[src/rtl/aes_pkg.sv]
`default_nettype none
// =============================================================================
// Module   : aes_pkg
// Brief    : Shared AES widths, FSM state type and GF(2^8) xtime helper.
// Revision : 1.0
// =============================================================================
package aes_pkg;

  localparam int BYTE      = 8;
  localparam int WORD      = 32;
  localparam int SENTENCE  = 128;
  localparam int COL_CNT_W = 2;

  localparam logic [BYTE-1:0] AES_POLY = 8'h1B;

  typedef enum logic [1:0] {
    IDLE = 2'd0,
    BUSY = 2'd1,
    DONE = 2'd2
  } state_t;

  // Multiply by x in GF(2^8), reducing modulo x^8+x^4+x^3+x+1.
  function automatic logic [BYTE-1:0] xtime(input logic [BYTE-1:0] b);
    return {b[BYTE-2:0], 1'b0} ^ (b[BYTE-1] ? AES_POLY : 8'h00);
  endfunction

endpackage
`default_nettype wire

[src/rtl/inv_mix_col_word.sv]
`default_nettype none
// =============================================================================
// Module   : inv_mix_col_word
// Brief    : Combinational InvMixColumns transform of one 32-bit column.
// Revision : 1.0
// =============================================================================
module inv_mix_col_word
  import aes_pkg::*;
(
  input  logic [WORD-1:0] col,
  output logic [WORD-1:0] result
);

  logic [BYTE-1:0] w_b  [4];
  logic [BYTE-1:0] w_x2 [4];
  logic [BYTE-1:0] w_x4 [4];
  logic [BYTE-1:0] w_x8 [4];
  logic [BYTE-1:0] w_m9 [4];
  logic [BYTE-1:0] w_mb [4];
  logic [BYTE-1:0] w_md [4];
  logic [BYTE-1:0] w_me [4];

  // Row 0 lives in the top byte of the column.
  for (genvar i = 0; i < 4; i++) begin : g_byte
    assign w_b[i]  = col[WORD-1-BYTE*i -: BYTE];
    assign w_x2[i] = xtime(w_b[i]);
    assign w_x4[i] = xtime(w_x2[i]);
    assign w_x8[i] = xtime(w_x4[i]);
    assign w_m9[i] = w_x8[i] ^ w_b[i];
    assign w_mb[i] = w_x8[i] ^ w_x2[i] ^ w_b[i];
    assign w_md[i] = w_x8[i] ^ w_x4[i] ^ w_b[i];
    assign w_me[i] = w_x8[i] ^ w_x4[i] ^ w_x2[i];
  end

  assign result = {w_me[0] ^ w_mb[1] ^ w_md[2] ^ w_m9[3],
                   w_m9[0] ^ w_me[1] ^ w_mb[2] ^ w_md[3],
                   w_md[0] ^ w_m9[1] ^ w_me[2] ^ w_mb[3],
                   w_mb[0] ^ w_md[1] ^ w_m9[2] ^ w_me[3]};

endmodule
`default_nettype wire

[src/rtl/inv_mix_columns_seq.sv]
`default_nettype none
// =============================================================================
// Module   : inv_mix_columns_seq
// Brief    : Iterative InvMixColumns, one column per clock, valid/ready on both sides.
// Revision : 1.0
// =============================================================================
module inv_mix_columns_seq
  import aes_pkg::*;
(
  input  logic                clk,
  input  logic                rst,
  input  logic                in_valid,
  output logic                in_ready,
  input  logic [SENTENCE-1:0] in_data,
  output logic                out_valid,
  input  logic                out_ready,
  output logic [SENTENCE-1:0] out_data,
  output logic                busy
);

  localparam logic [COL_CNT_W-1:0] c_last_col = COL_CNT_W'(3);

  state_t                 r_state;
  state_t                 w_state_next;
  logic [COL_CNT_W-1:0]   r_cnt;
  logic [SENTENCE-1:0]    r_data;
  logic [SENTENCE-33:0]   r_result;
  logic [SENTENCE-1:0]    r_out_data;
  logic [WORD-1:0]        w_col;
  logic                   w_accept;

  inv_mix_col_word u_col (
    .col    (r_data[SENTENCE-1 -: WORD]),
    .result (w_col)
  );

  always_ff @(posedge clk) begin
    if (rst) r_state <= IDLE;
    else     r_state <= w_state_next;
  end

  // in_ready in DONE follows out_ready combinationally so a new state can
  // be taken in the same cycle the previous result is handed off.
  always_comb begin
    w_state_next = r_state;
    in_ready     = 1'b0;
    case (r_state)
      IDLE: begin
        in_ready = 1'b1;
        if (in_valid) w_state_next = BUSY;
      end
      BUSY: begin
        if (r_cnt == c_last_col) w_state_next = DONE;
      end
      DONE: begin
        if (out_ready) begin
          in_ready     = 1'b1;
          w_state_next = in_valid ? BUSY : IDLE;
        end
      end
      default: w_state_next = IDLE;
    endcase
  end

  assign w_accept = in_ready & in_valid;

  always_ff @(posedge clk) begin
    if (rst) begin
      r_cnt      <= '0;
      r_data     <= '0;
      r_result   <= '0;
      r_out_data <= '0;
    end else if (w_accept) begin
      r_data <= in_data;
      r_cnt  <= '0;
    end else if (r_state == BUSY) begin
      r_data   <= {r_data[SENTENCE-WORD-1:0], {WORD{1'b0}}};
      r_result <= {r_result[SENTENCE-2*WORD-1:0], w_col};
      r_cnt    <= r_cnt + 1'b1;
      if (r_cnt == c_last_col) r_out_data <= {r_result, w_col};
    end
  end

  assign out_valid = (r_state == DONE);
  assign busy      = (r_state == BUSY);
  assign out_data  = r_out_data;

endmodule
`default_nettype wire

[config.mk]
export PLATFORM = sky130hd
export DESIGN_NAME = inv_mix_columns_seq
export DESIGN_NICKNAME = d
export VERILOG_FILES = /design/src/rtl/aes_pkg.sv /design/src/rtl/inv_mix_col_word.sv /design/src/rtl/inv_mix_columns_seq.sv
export SDC_FILE = /design/constraint.sdc
export NUM_CORES = 1
export LEC_CHECK = 0
export CAP_MARGIN = 15
export CORE_ASPECT_RATIO = 0.8
export CORE_UTILIZATION = 45
export CTS_CLUSTER_SIZE = 30
export DETAILED_ROUTE_END_ITERATION = 7
export PLACE_DENSITY = 0.76
export SLEW_MARGIN = 20
export SYNTH_ARGS = -nofsm -noshare
export SYNTH_HDL_FRONTEND = slang
export SYNTH_SLANG_ARGS = --single-unit
[constraint.sdc]
create_clock -name clk -period 4.95 [get_ports clk]
set_clock_uncertainty 0.1 [all_clocks]
set_input_delay 0.99 -clock clk [delete_from_list [all_inputs] [get_ports clk]]
set_output_delay 0.99 -clock clk [all_outputs]
set_load 0.01 [all_outputs]
Word-level counts from Yosys, hierarchy flattened. Index checks and enable logic that the tools add are counted.

$add $sub $neg: 1. Eq/ne operators: 6. Mux-type cells: 21. Bitwise operators: 50. Reductions and logical operators: 6.

Operators by type and width (count): 8-bit bitwise XOR (48); 128-bit 2-to-1 mux (2); 5-bit 2-to-1 mux (12); 2-bit 2-to-1 mux (3); 2-bit one-hot mux with 3 select lines (1); 3-bit AND reduction (2); 2-bit == test, second input constant (2); 2-bit by 1-bit != test with 1-bit output, second input constant (2); 2-bit by 1-bit adder with 2-bit output, second input constant (1); 2-bit by 1-bit == test with 1-bit output, second input constant (1); 2-bit logical NOT (1); 1-bit 2-to-1 mux (2); 2-bit != test, second input constant (1); 1-bit one-hot mux with 2 select lines (1); 2-bit AND reduction (1); 2-bit nonzero test (1); 2-bit OR reduction (1); 1-bit AND (1); 1-bit NOT (1).

Flip-flop bits (word level): 356. Output and inout port bits: 131.

Depth between registers and ports, before layout. Gate-level depths: netlist of run 1.

Depth after elaboration: 11. Gate-level depth with buffers: 7.

Modules after synthesis. A second synthesis of run 1 with hierarchy kept.

Cells, all modules: 1905. Area total of the unflattened synthesis: 15753.9 sq um.

Modules (own cells, without submodules): inv_mix_columns_seq (times used 1, cells an instance 1691, area an instance 13674.4 sq um, sequential area each 7126.8 sq um); inv_mix_col_word (times used 1, cells an instance 214, area an instance 2079.5 sq um, sequential area each 0.0 sq um).

Least setup slack after synthesis of run 1. OpenSTA, ideal clock, no wires.

Path type: input -> output. Start point: input port out_ready. End point: output port in_ready. Arrival time: 1.300 ns. Setup slack: 2.560 ns. Stages: 2. Buffers on the path: 0. Path through: inv_1 a21oi_1.

Word-level cells in the longest chain between the ends: 2.

Ends and longest elaborated chain: start, declared (RTL line inv_mix_columns_seq.sv:16) `input logic out_ready,`; 1-bit 2-to-1 mux (RTL line inv_mix_columns_seq.sv:56) `if (out_ready) begin`; 1-bit one-hot mux with 2 select lines (RTL line inv_mix_columns_seq.sv:47) `case (r_state)`; end, declared (RTL line inv_mix_columns_seq.sv:13) `output logic in_ready,`.

Every way passes these cells.

Final worst setup path of run 1.
Start point: register r_state[0]. End point: output port busy.

Word-level cells in the longest chain between the ends: 1.

Ends and longest elaborated chain: start, declared (RTL line inv_mix_columns_seq.sv:23) `state_t r_state;`; start signal, assigned (RTL line inv_mix_columns_seq.sv:39) `else r_state <= w_state_next;`; 2-bit by 1-bit == test with 1-bit output (RTL line inv_mix_columns_seq.sv:85) `assign busy = (r_state == BUSY);`; end, declared (RTL line inv_mix_columns_seq.sv:18) `output logic busy`.

Every way passes these cells.

==> results of run 1 <==
[kinds of logic (layout without fill, tap and decap cells)]
kind of cell / count (synthesis) / in the layout / share of synthesized area [%]
other: 0 / 1 / 0
DFF: 356 / 356 / 46.91
adders and majority gates: 1 / 1 / 0.08235
AOI/OAI and AO/OA: 357 / 357 / 14.12
xor gates and xnor gates: 182 / 182 / 14.13
and+or+nand+nor: 809 / 809 / 20.35
buffers and inverters: 167 / 347 / 4.332
muxes: 1 / 1 / 0.06589
[worst register-to-register path: stages (launching register included)]
cell,delay [ns]
dfxtp_1,0.37
nand2b_4,0.31
buf_4,0.87
buf_4,1.05
nand2_1,0.20
a311oi_1,0.32
[metrics by stage]
step	total power (W)	cells	hold WS [ns]	instance area (um^2)	util, %
2_1_floorplan	0.004685	1873	0.3321	15190	-
3_3_place_gp	0.005352	2412	0.3389	17870	54.39
3_5_place_dp	0.005362	2412	0.3463	17870	54.39
4_1_cts	0.008257	2479	0.3539	19130	58.24
5_1_grt	0.008569	2481	0.3698	19160	58.34
6_report	0.008230	2481	0.3518	19160	58.34
[power groups by stage]
stage	Sequential (W)	Combinational, W	Clock (W)
2_1_floorplan	0.00323	0.00146	0
3_3_place_gp	0.00335	0.00200	0
3_5_place_dp	0.00336	0.00200	0
4_1_cts	0.00330	0.00202	0.00294
5_1_grt	0.00332	0.00217	0.00308
6_report	0.00330	0.00204	0.00289
[placed cells by master, fill, tap and decap left out, drive strengths merged]
master         instances
a311oi                95
buf                   16
dfxtp                356
xor2                  30
bufinv                 4
inv                    3
a21oi                261
clkinv                11
and2                   2
diode                  1
xnor3                 32
nor2                  96
nand3                 33
ha                     1
clkbuf                48
xor3                   3
a22oi                  1
xnor2                117
nor2b                  1
nor3                   3
nand2                673
clkdlybuf4s50        261
nand2b                 1
clkinvlp               4
mux2i                  1
[registers in the layout (all words and copies together), names as in the netlist]
register / cells
r_result: 96
r_state: 2
r_cnt: 2
r_data: 128
out_data: 128
[final timing paths]
| check | from | end | slack, ns | cells after the start |
|---|---|---|---|---|
| worst max-delay path | r_state[0] | busy | 1.22 | 3 |
| worst min-delay path | out_data[0] | out_data[0] | 0.35 | 2 |
| worst max register to register | r_state[1] | r_data[54] | 1.64 | 5 |
| worst min register to register | out_data[0] | out_data[0] | 0.35 | 2 |
[metal layers]
metal	global-route usage, %	vias to the layer above	routed length (um)
met5	0	-	0
met4	7.657	0	1175
met3	3.555	68	3023
met2	38.94	440	19980
met1	38.37	6258	21590
li1	-	6453	-
[layout make-up]
type                            count  area, um^2
Multi-Input combinational cell   1350        7432
Fill cell                        2909       13690
Antenna cell                        1       2.502
Clock buffer                       48        1039
Sequential cell                   356        7127
Tap cell                          427       534.3
Inverter                            3       16.27
Clock inverter                     19       227.7
Timing Repair Buffer              277        2785
[synthesized netlist by cell type, types with 2 or more instances]
cell / n / area, um^2
nand2_1: 673 / 2526
dfxtp_1: 356 / 7127
a21oi_1: 261 / 1306
clkbuf_1: 146 / 548.0
xnor2_1: 114 / 998.5
nor2_1: 96 / 360.4
a311oi_1: 95 / 832.1
nand3_1: 33 / 165.2
xnor3_1: 32 / 720.7
xor2_1: 27 / 236.5
buf_2: 9 / 45.04
buf_1: 4 / 15.01
buf_4: 3 / 22.52
nor3_1: 3 / 15.01
xnor2_2: 3 / 48.80
xor3_1: 3 / 71.32
and2_1: 2 / 12.51
inv_1: 2 / 7.510
xor2_4: 2 / 55.05
==> metrics.yaml, run 1 <==
outcome:
  status: "finished clean"
grt:
  grt_pass1_vias: 12170
  grt_usage_pct: 25.89
  antenna_found_initial: 1
  gr-total-overflow: 0
  grt_pass1_wl_um: 70270
  grt_max_degree: 184
timing:
  fin_ws_ns: 1.224
  slew_violations: 0
  setup_viol: 0
  finalCriticalPeriod_ns: 3.726
  hold_viol_final: 0
  finalSetupTns_ns: 0
  finalCritPeriodShare_pct: 75.27
  clock.fmax_mhz: 268.4
  rsz0062_at_grt: "false"
  slew_headroom_pct: 26.16
  tightest_slew_ns: 1.108
synthesis:
  yosys_register_bits: 356
  syn_nets: 2006
  syn_area_per_cell_um2: 8.111
  yosysSeqAreaShare_pct: 46.91
  ys_warn_count: 0
  postSynthCellCount: 1873
  syn_area_mm2: 0.01519
  ys.flop_type: "dfxtp_1"
  async_flop_share_pct: 0
  synth_edf_count: 0
  ys_types: 28
place:
  dp_hpwl_um: 31240
  numPortBuffers: 262
  preCtsSetupSlack_ns: 1.412
  gp_congestion: 0.9208
floorplan:
  coreArea_mm2: 0.03285
  die_w_um: 207.4
  pin_count: 263
  fp-row-count: 59
  die_h_um: 166.3
  dieArea_mm2: 0.03450
  initial_core_util_pct: 46.25
pwr:
  comb_power_share_pct: 24.8
  power_frac_clock_pct: 35.1
  p_int_w: 0.005671
  p_switching_w: 0.002559
  peakVddDrop_mv: 0.2458
  seqPwrFrac_pct: 40.1
  p_per_area_mw_per_mm2: 429.5
  switching_share_pct: 31.10
  power.leakage_nw: 6.644
clocking:
  clock-sinks: 356
  cts_max_path_buffers: 3
  cts-root-buf: "clkbuf_16"
  cts_resized: 0
  cts_tree: "yes"
  cts_buffers: 37
  cts_htree_levels: 2
  cts_setup_buffers: 0
  clkTransAtPathRegs_ns: 0.07
  postCtsHoldBufs: 0
  clk_latency_ns: 0.53
detailed_routing:
  dr.pass1.iters: 5
  num_vias: 13220
  wl_um: 45770
  wl_per_cell_um: 18.45
  drc: 0
  postRouteAntennaNets: 0
  via_per_inst: 5.328
  drtIter0Drc: 1175
setup_path:
  crit_chain: "nand2b_4 -> inv_6 -> clkdlybuf4s50_1"
  critPathTopFamily: "buffers and inverters"
  arrival_ns: 2.64
  slowest_stage: "clkdlybuf4s50_1"
  worstPathRequired_ns: 3.86
  crit_fanout: 101
  max_stage_delay_ns: 0.71
  critical_path_class: "reg -> out"
  cp-end-kind: "output pin"
  worst-path-buf-inv: 2
  start_kind: "flop"
layout:
  syn2layout_area_growth_pct: 26.14
  drive_above_1_share_pct: 4.335
  nNetsFinal: 2158
job:
  max-cap-violations: 0
worst_hold_path:
  hold_class: "reg -> reg"
No activity file was read; power rests on OpenSTA's default activity.
==> inputs of run 2 (changes only) <==
clock period = 3.5 ns   (was 4.95 ns; I/O delays follow)
==> run 2 against run 1 <==
  * Critical path depth is 1 higher
  * Setup slack worse by 0.72 ns
  * Global-route usage is 0.13 points higher
  * Via count is 1.4% higher
  * Core utilization is 0.31 points higher
  * Die area stayed put
  * Largest cell class unchanged
  * Largest power group unchanged
==> metrics.yaml, run 2 (synthesis results as in run 1) <==
outcome:
  status: "finished clean"  # unchanged
timing:
  setup_viol: 0  # unchanged
  tightest_slew_ns: 1.126  # was 1.108 ns
  slew_violations: 0  # unchanged
  rsz0062_at_grt: "false"  # unchanged
  clock.fmax_mhz: 334.1
  finalSetupTns_ns: 0  # unchanged
  finalCritPeriodShare_pct: 85.52
  hold_viol_final: 0  # unchanged
  finalCriticalPeriod_ns: 2.993
  slew_headroom_pct: 24.95  # was 26.16%
clocking:
  cts_max_path_buffers: 3  # unchanged
  clkTransAtPathRegs_ns: 0.06  # was 0.07 ns
  cts_htree_levels: 2  # unchanged
  cts_tree: "yes"  # unchanged
  clk_latency_ns: 0.53  # about the same
  cts_resized: 0  # unchanged
  clock-sinks: 356  # unchanged
  cts_setup_buffers: 0  # unchanged
  cts-root-buf: "clkbuf_16"  # unchanged
  postCtsHoldBufs: 0  # unchanged
  cts_buffers: 36  # was 37
grt:
  grt_max_degree: 227  # was 184
  grt_pass1_wl_um: 71070  # was 70270 um
  grt_pass1_vias: 12370  # was 12170
  gr-total-overflow: 0  # unchanged
  grt_usage_pct: 26.02  # was 25.89%
  antenna_found_initial: 2  # was 1
layout:
  stdcell_count: 2493  # was 2481
  syn2layout_area_growth_pct: 26.81  # was 26.14%
  drive_above_1_share_pct: 4.651  # was 4.335%
  layout_commonest_cell: "nand2_1"  # unchanged
  n_fill_cell: 2899  # was 2909
  multiInputGateArea_mm2: 0.007432  # unchanged
  regArea_mm2: 0.007127  # unchanged
  nNetsFinal: 2176  # was 2158
  layout_common_cells: "671 x nand2_1, 356 x dfxtp_1, 261 x a21oi_1, 261 x clkdlybuf4s50_1, 114 x xnor2_1"  # unchanged
pwr:
  power.leakage_nw: 6.717  # was 6.644 nW
  peakVddDrop_mv: 0.3545  # was 0.2458 mV
  p_per_area_mw_per_mm2: 589.4  # was 429.5 mW/mm^2
detailed_routing:
  drc: 0  # unchanged
  dr.pass1.iters: 5  # unchanged
  drtIter0Drc: 1285  # was 1175
  num_vias: 13400  # was 13220
  wl_um: 45870  # was 45770 um
  wl_per_cell_um: 18.40  # was 18.45 um
  via_per_inst: 5.377  # was 5.328
  postRouteAntennaNets: 0  # unchanged
worst_hold_path:
  min_path_cells: 2  # unchanged
  hold_class: "reg -> reg"  # unchanged
  min_from: "r_result[92]"  # was out_data[0]
  worst_hold_path.endpoint: "out_data[124]"  # was out_data[0]
setup_path:
  r2r_end: "r_result[20]"  # was r_data[54]
  reg2reg_slack_ns: 0.78  # was 1.64 ns
  cp-end-kind: "output pin"  # unchanged
  crit_fanout: 3  # was 101
  worstPathRequired_ns: 2.70  # was 3.86 ns
  r2r_cells: 6  # was 5
  arrival_ns: 2.19  # was 2.64 ns
  r2r-start: "r_data[119]"  # was r_state[1]
  start_kind: "primary input"  # was flop
  critical_path_class: "in -> out"  # was reg -> out
place:
  gp_congestion: 0.9592  # was 0.9208
  dp_hpwl_um: 31930  # was 31240 um
  numPortBuffers: 262  # unchanged
  dp.cells: 2432  # was 2412
job:
  max-cap-violations: 0  # unchanged
floorplan:
  fp-row-count: 59  # unchanged
  die_w_um: 207.4  # unchanged
  pin_count: 263  # unchanged
  coreArea_mm2: 0.03285  # unchanged
  initial_core_util_pct: 46.25  # unchanged
  dieArea_mm2: 0.03450  # unchanged
  die_h_um: 166.3  # unchanged
==> run 2: cell types whose count changed in the layout (fill, tap and decap cells not counted), sizes merged <==
cell / delta
inv: +1
clkinv: -9
diode: +1
clkinvlp: -4
bufinv: -3
buf: +19
clkbuf: +7
==> run 2: area by class of cell <==
type / count / area share (%)
Timing Repair Buffer: 296 / 15.55
Clock inverter: 4 / 0.3117
Antenna cell: 2 / 0.02598
Inverter: 3 / 0.08443
Tap cell: 427 / 2.773
Clock buffer: 55 / 5.683
Multi-Input combinational cell: 1350 / 38.58
Sequential cell: 356 / 36.99
==> run 2: per-stage QoR <==
stage          setup WS (ns)  utilization (%)  cell area, um^2  total power (W)  hold slack, ns
2_1_floorplan          1.320                -            15190         0.006626          0.3321
5_1_grt               0.4683            58.64            19260          0.01183          0.3713
4_1_cts               0.5236            58.63            19260          0.01139          0.3495
3_3_place_gp          0.5289            55.11            18100         0.007559          0.3395
6_report              0.5069            58.64            19260          0.01136          0.3414
3_5_place_dp          0.5178            55.11            18100         0.007565          0.3461
==> run 2: worst max-delay path by stage <==
| stage | end | from | slack, ns | cells past startpoint |
|---|---|---|---|---|
| after floorplan | r_result[25] | r_data[112] | 1.32 | 7 |
| after global placement | in_ready | out_ready | 0.53 | 4 |
| after detailed placement | in_ready | out_ready | 0.52 | 4 |
| after CTS | in_ready | out_ready | 0.52 | 4 |
| after global routing | in_ready | out_ready | 0.47 | 4 |
| final | in_ready | out_ready | 0.51 | 4 |
==> run 2: routing by layer <==
metal / wire length [um] / track usage, % / part of all wire (%) / vias up
li1: - / - / - / 6482
met1: 21530 / 39.00 / 47 / 6371
met2: 19760 / 38.18 / 43 / 478
met3: 3340 / 3.707 / 7.3 / 73
met4: 1238 / 8.404 / 2.7 / 0
met5: 0 / 0 / 0 / -
==> run 2: worst max-delay path: stages <==
cell and delay (ns):
clkdlybuf4s50_1 0.48, inv_1 0.06, a21oi_1 0.33, clkdlybuf4s50_1 0.62
==> run 2: where the power goes <==
part | switching, W | internal [W] | leakage, nW | total, W
logic | 0.00156 | 0.00130 | 3.25 | 0.00286
clock network | 0.00161 | 0.00223 | 0.566 | 0.00384
registers | 0.000309 | 0.00434 | 2.90 | 0.00465
total | 0.00349 | 0.00787 | 6.72 | 0.0114
==> inputs of run 3 (changes only) <==
PLACE_DENSITY = 0.73   (was 0.76)
clock period = 3.6 ns   (was 3.5 ns; I/O delays follow)
==> run 3 against run 2 <==
  * Sequential power fell by 3%
  * Core utilization fell by 0.084 points
  * Register-to-register slack improved by 0.04 ns
  * Setup slack improved by 0.10 ns
  * Clock power barely moved
  * Cell area fell by 0.14%
  * Global-route usage rose by 0.29 points
  * Non-clock buffer count fell by 9
  * Cell count fell by 0.28%
  * Worst hold slack improved by 0.010 ns
  * Critical path type unchanged
==> metrics.yaml, run 3 (synthesis results as in run 1) <==
detailed_routing:
  drtIter0Drc: 1412  # was 1285
  via_per_inst: 5.394  # was 5.377
  drc: 0  # unchanged
  wl_um: 46640  # was 45870 um
  postRouteAntennaNets: 0  # unchanged
  num_vias: 13410  # was 13400
  wl_per_cell_um: 18.76  # was 18.40 um
  dr.pass1.iters: 6  # was 5
clocking:
  clock-sinks: 356  # unchanged
  cts_setup_buffers: 0  # unchanged
  cts_tree: "yes"  # unchanged
  cts-root-buf: "clkbuf_16"  # unchanged
  cts_max_path_buffers: 3  # unchanged
  cts_buffers: 36  # unchanged
  clkTransAtPathRegs_ns: 0.06  # about the same
  postCtsHoldBufs: 0  # unchanged
  clk_latency_ns: 0.53  # about the same
  cts_resized: 0  # unchanged
  cts_htree_levels: 2  # unchanged
setup_path:
  crit_fanout: 3  # unchanged
  r2r_cells: 6  # unchanged
  max_stage_delay_ns: 0.61  # was 0.62 ns
  r2r-start: "r_data[110]"  # was r_data[119]
  cp-end-kind: "output pin"  # unchanged
  reg2reg_slack_ns: 0.82  # was 0.78 ns
  r2r_end: "r_result[28]"  # was r_result[20]
  critPathTopFamily: "buffers and inverters"  # unchanged
  worst-path-buf-inv: 3  # unchanged
  critical_path_class: "in -> out"  # unchanged
  start_kind: "primary input"  # unchanged
  crit_chain: "clkdlybuf4s50_1 -> inv_1 -> a21oi_1 -> clkdlybuf4s50_1"  # unchanged
  worstPathRequired_ns: 2.78  # was 2.70 ns
  crit_cells: 4  # unchanged
  slowest_stage: "clkdlybuf4s50_1"  # unchanged
  cp_common_cell: "clkdlybuf4s50_1"  # unchanged
  worstSetupStartpoint: "out_ready"  # unchanged
  arrival_ns: 2.17  # was 2.19 ns
  crit_end: "in_ready"  # unchanged
layout:
  antennaDiodeCount: 0  # was 2
  nNetsFinal: 2167  # was 2176
  layout_commonest_cell: "nand2_1"  # unchanged
  stdcell_count: 2486  # was 2493
  drive_above_1_share_pct: 4.517  # was 4.651%
  layout_common_cells: "671 x nand2_1, 356 x dfxtp_1, 261 x a21oi_1, 261 x clkdlybuf4s50_1, 114 x xnor2_1"  # unchanged
  syn2layout_area_growth_pct: 26.63  # was 26.81%
timing:
  tightest_slew_ns: 1.012  # was 1.126 ns
  clock.fmax_mhz: 334.4
  slew_violations: 0  # unchanged
  setup_viol: 0  # unchanged
  finalCritPeriodShare_pct: 83.08
  finalSetupTns_ns: 0  # unchanged
  slew_headroom_pct: 32.53  # was 24.95%
  finalCriticalPeriod_ns: 2.991
  hold_viol_final: 0  # unchanged
  rsz0062_at_grt: "false"  # unchanged
grt:
  gr-total-overflow: 0  # unchanged
  grt_max_degree: 227  # unchanged
  antenna_found_initial: 0  # was 2
  grt_pass1_vias: 12420  # was 12370
  grt_usage_pct: 26.31  # was 26.02%
  grt_pass1_wl_um: 71390  # was 71070 um
place:
  dp_hpwl_um: 32000  # was 31930 um
  numPortBuffers: 262  # unchanged
  gp_congestion: 0.9363  # was 0.9592
  dp.cells: 2423  # was 2432
worst_hold_path:
  hold_class: "reg -> reg"  # unchanged
  min_path_cells: 2  # unchanged
pwr:
  power.leakage_nw: 6.696  # was 6.717 nW
  peakVddDrop_mv: 0.3171  # was 0.3545 mV
  total_power_w: 0.01111  # was 0.01136 W
  p_per_area_mw_per_mm2: 577.7  # was 589.4 mW/mm^2
floorplan:
  die_w_um: 207.4  # unchanged
  initial_core_util_pct: 46.25  # unchanged
  dieArea_mm2: 0.03450  # unchanged
  die_h_um: 166.3  # unchanged
  fp-row-count: 59  # unchanged
  coreArea_mm2: 0.03285  # unchanged
  pin_count: 263  # unchanged
job:
  max-cap-violations: 0  # unchanged
outcome:
  status: "finished clean"  # unchanged
## run 3: changes by cell type in the layout (fill, tap and decap cells not counted), sizes merged
| cell | previous run | this run |
|---|---|---|
| clkbuf | 55 | 52 |
| diode | 2 | 0 |
| clkinvlp | 0 | 1 |
| bufinv | 1 | 2 |
| buf | 35 | 26 |
| clkinv | 2 | 6 |
| inv | 4 | 5 |
## run 3: how the worst min path moves through the flow
stage	from	endpoint
after floorplan	r_result[68]	out_data[100]
after global placement	r_result[91]	out_data[123]
after detailed placement	r_result[75]	out_data[107]
after CTS	r_result[90]	out_data[122]
after global routing	r_result[79]	r_result[79]
final	r_result[88]	out_data[120]
## run 3: worst reg2reg max path, stage by stage, from the launching register on
cell and delay (ns):
dfxtp_1 0.71, xor3_1 0.56, xnor3_1 0.30, xnor2_1 0.27, xor2_1 0.49, nand2_1 0.12, a21oi_1 0.14
## run 3: per-stage QoR
| step | hold slack [ns] | area [um^2] | utilization [%] | worst slack [ns] |
|---|---|---|---|---|
| 2_1_floorplan | 0.3321 | 15190 | - | 1.420 |
| 3_3_place_gp | 0.3379 | 18040 | 54.91 | 0.6049 |
| 3_5_place_dp | 0.3464 | 18040 | 54.91 | 0.6150 |
| 5_1_grt | 0.3672 | 19240 | 58.56 | 0.5035 |
| 4_1_cts | 0.3507 | 19240 | 58.56 | 0.6028 |
| 6_report | 0.3517 | 19240 | 58.56 | 0.6092 |
## run 3: per-layer routing
metal  GRT usage [%]  vias to the layer above  routed length (um)
met1           38.35                     6393               21770
met5               0                        -                   0
met2           39.38                      472               20210
met3           4.160                       82                3272
met4           9.020                        0                1390
li1                -                     6463                   -
## run 3: area by class of cell
class,count,area [um^2]
Fill cell,2913,13610
Sequential cell,356,7127
Timing Repair Buffer,287,2928
Tap cell,427,534.3
Multi-Input combinational cell,1350,7432
Clock buffer,52,1074
Clock inverter,11,126.4
Inverter,3,16.27
## run 3: power breakdown
group	internal, W	switching [W]
clock network	0.00223	0.00158
registers	0.00422	0.000298
logic	0.00125	0.00153
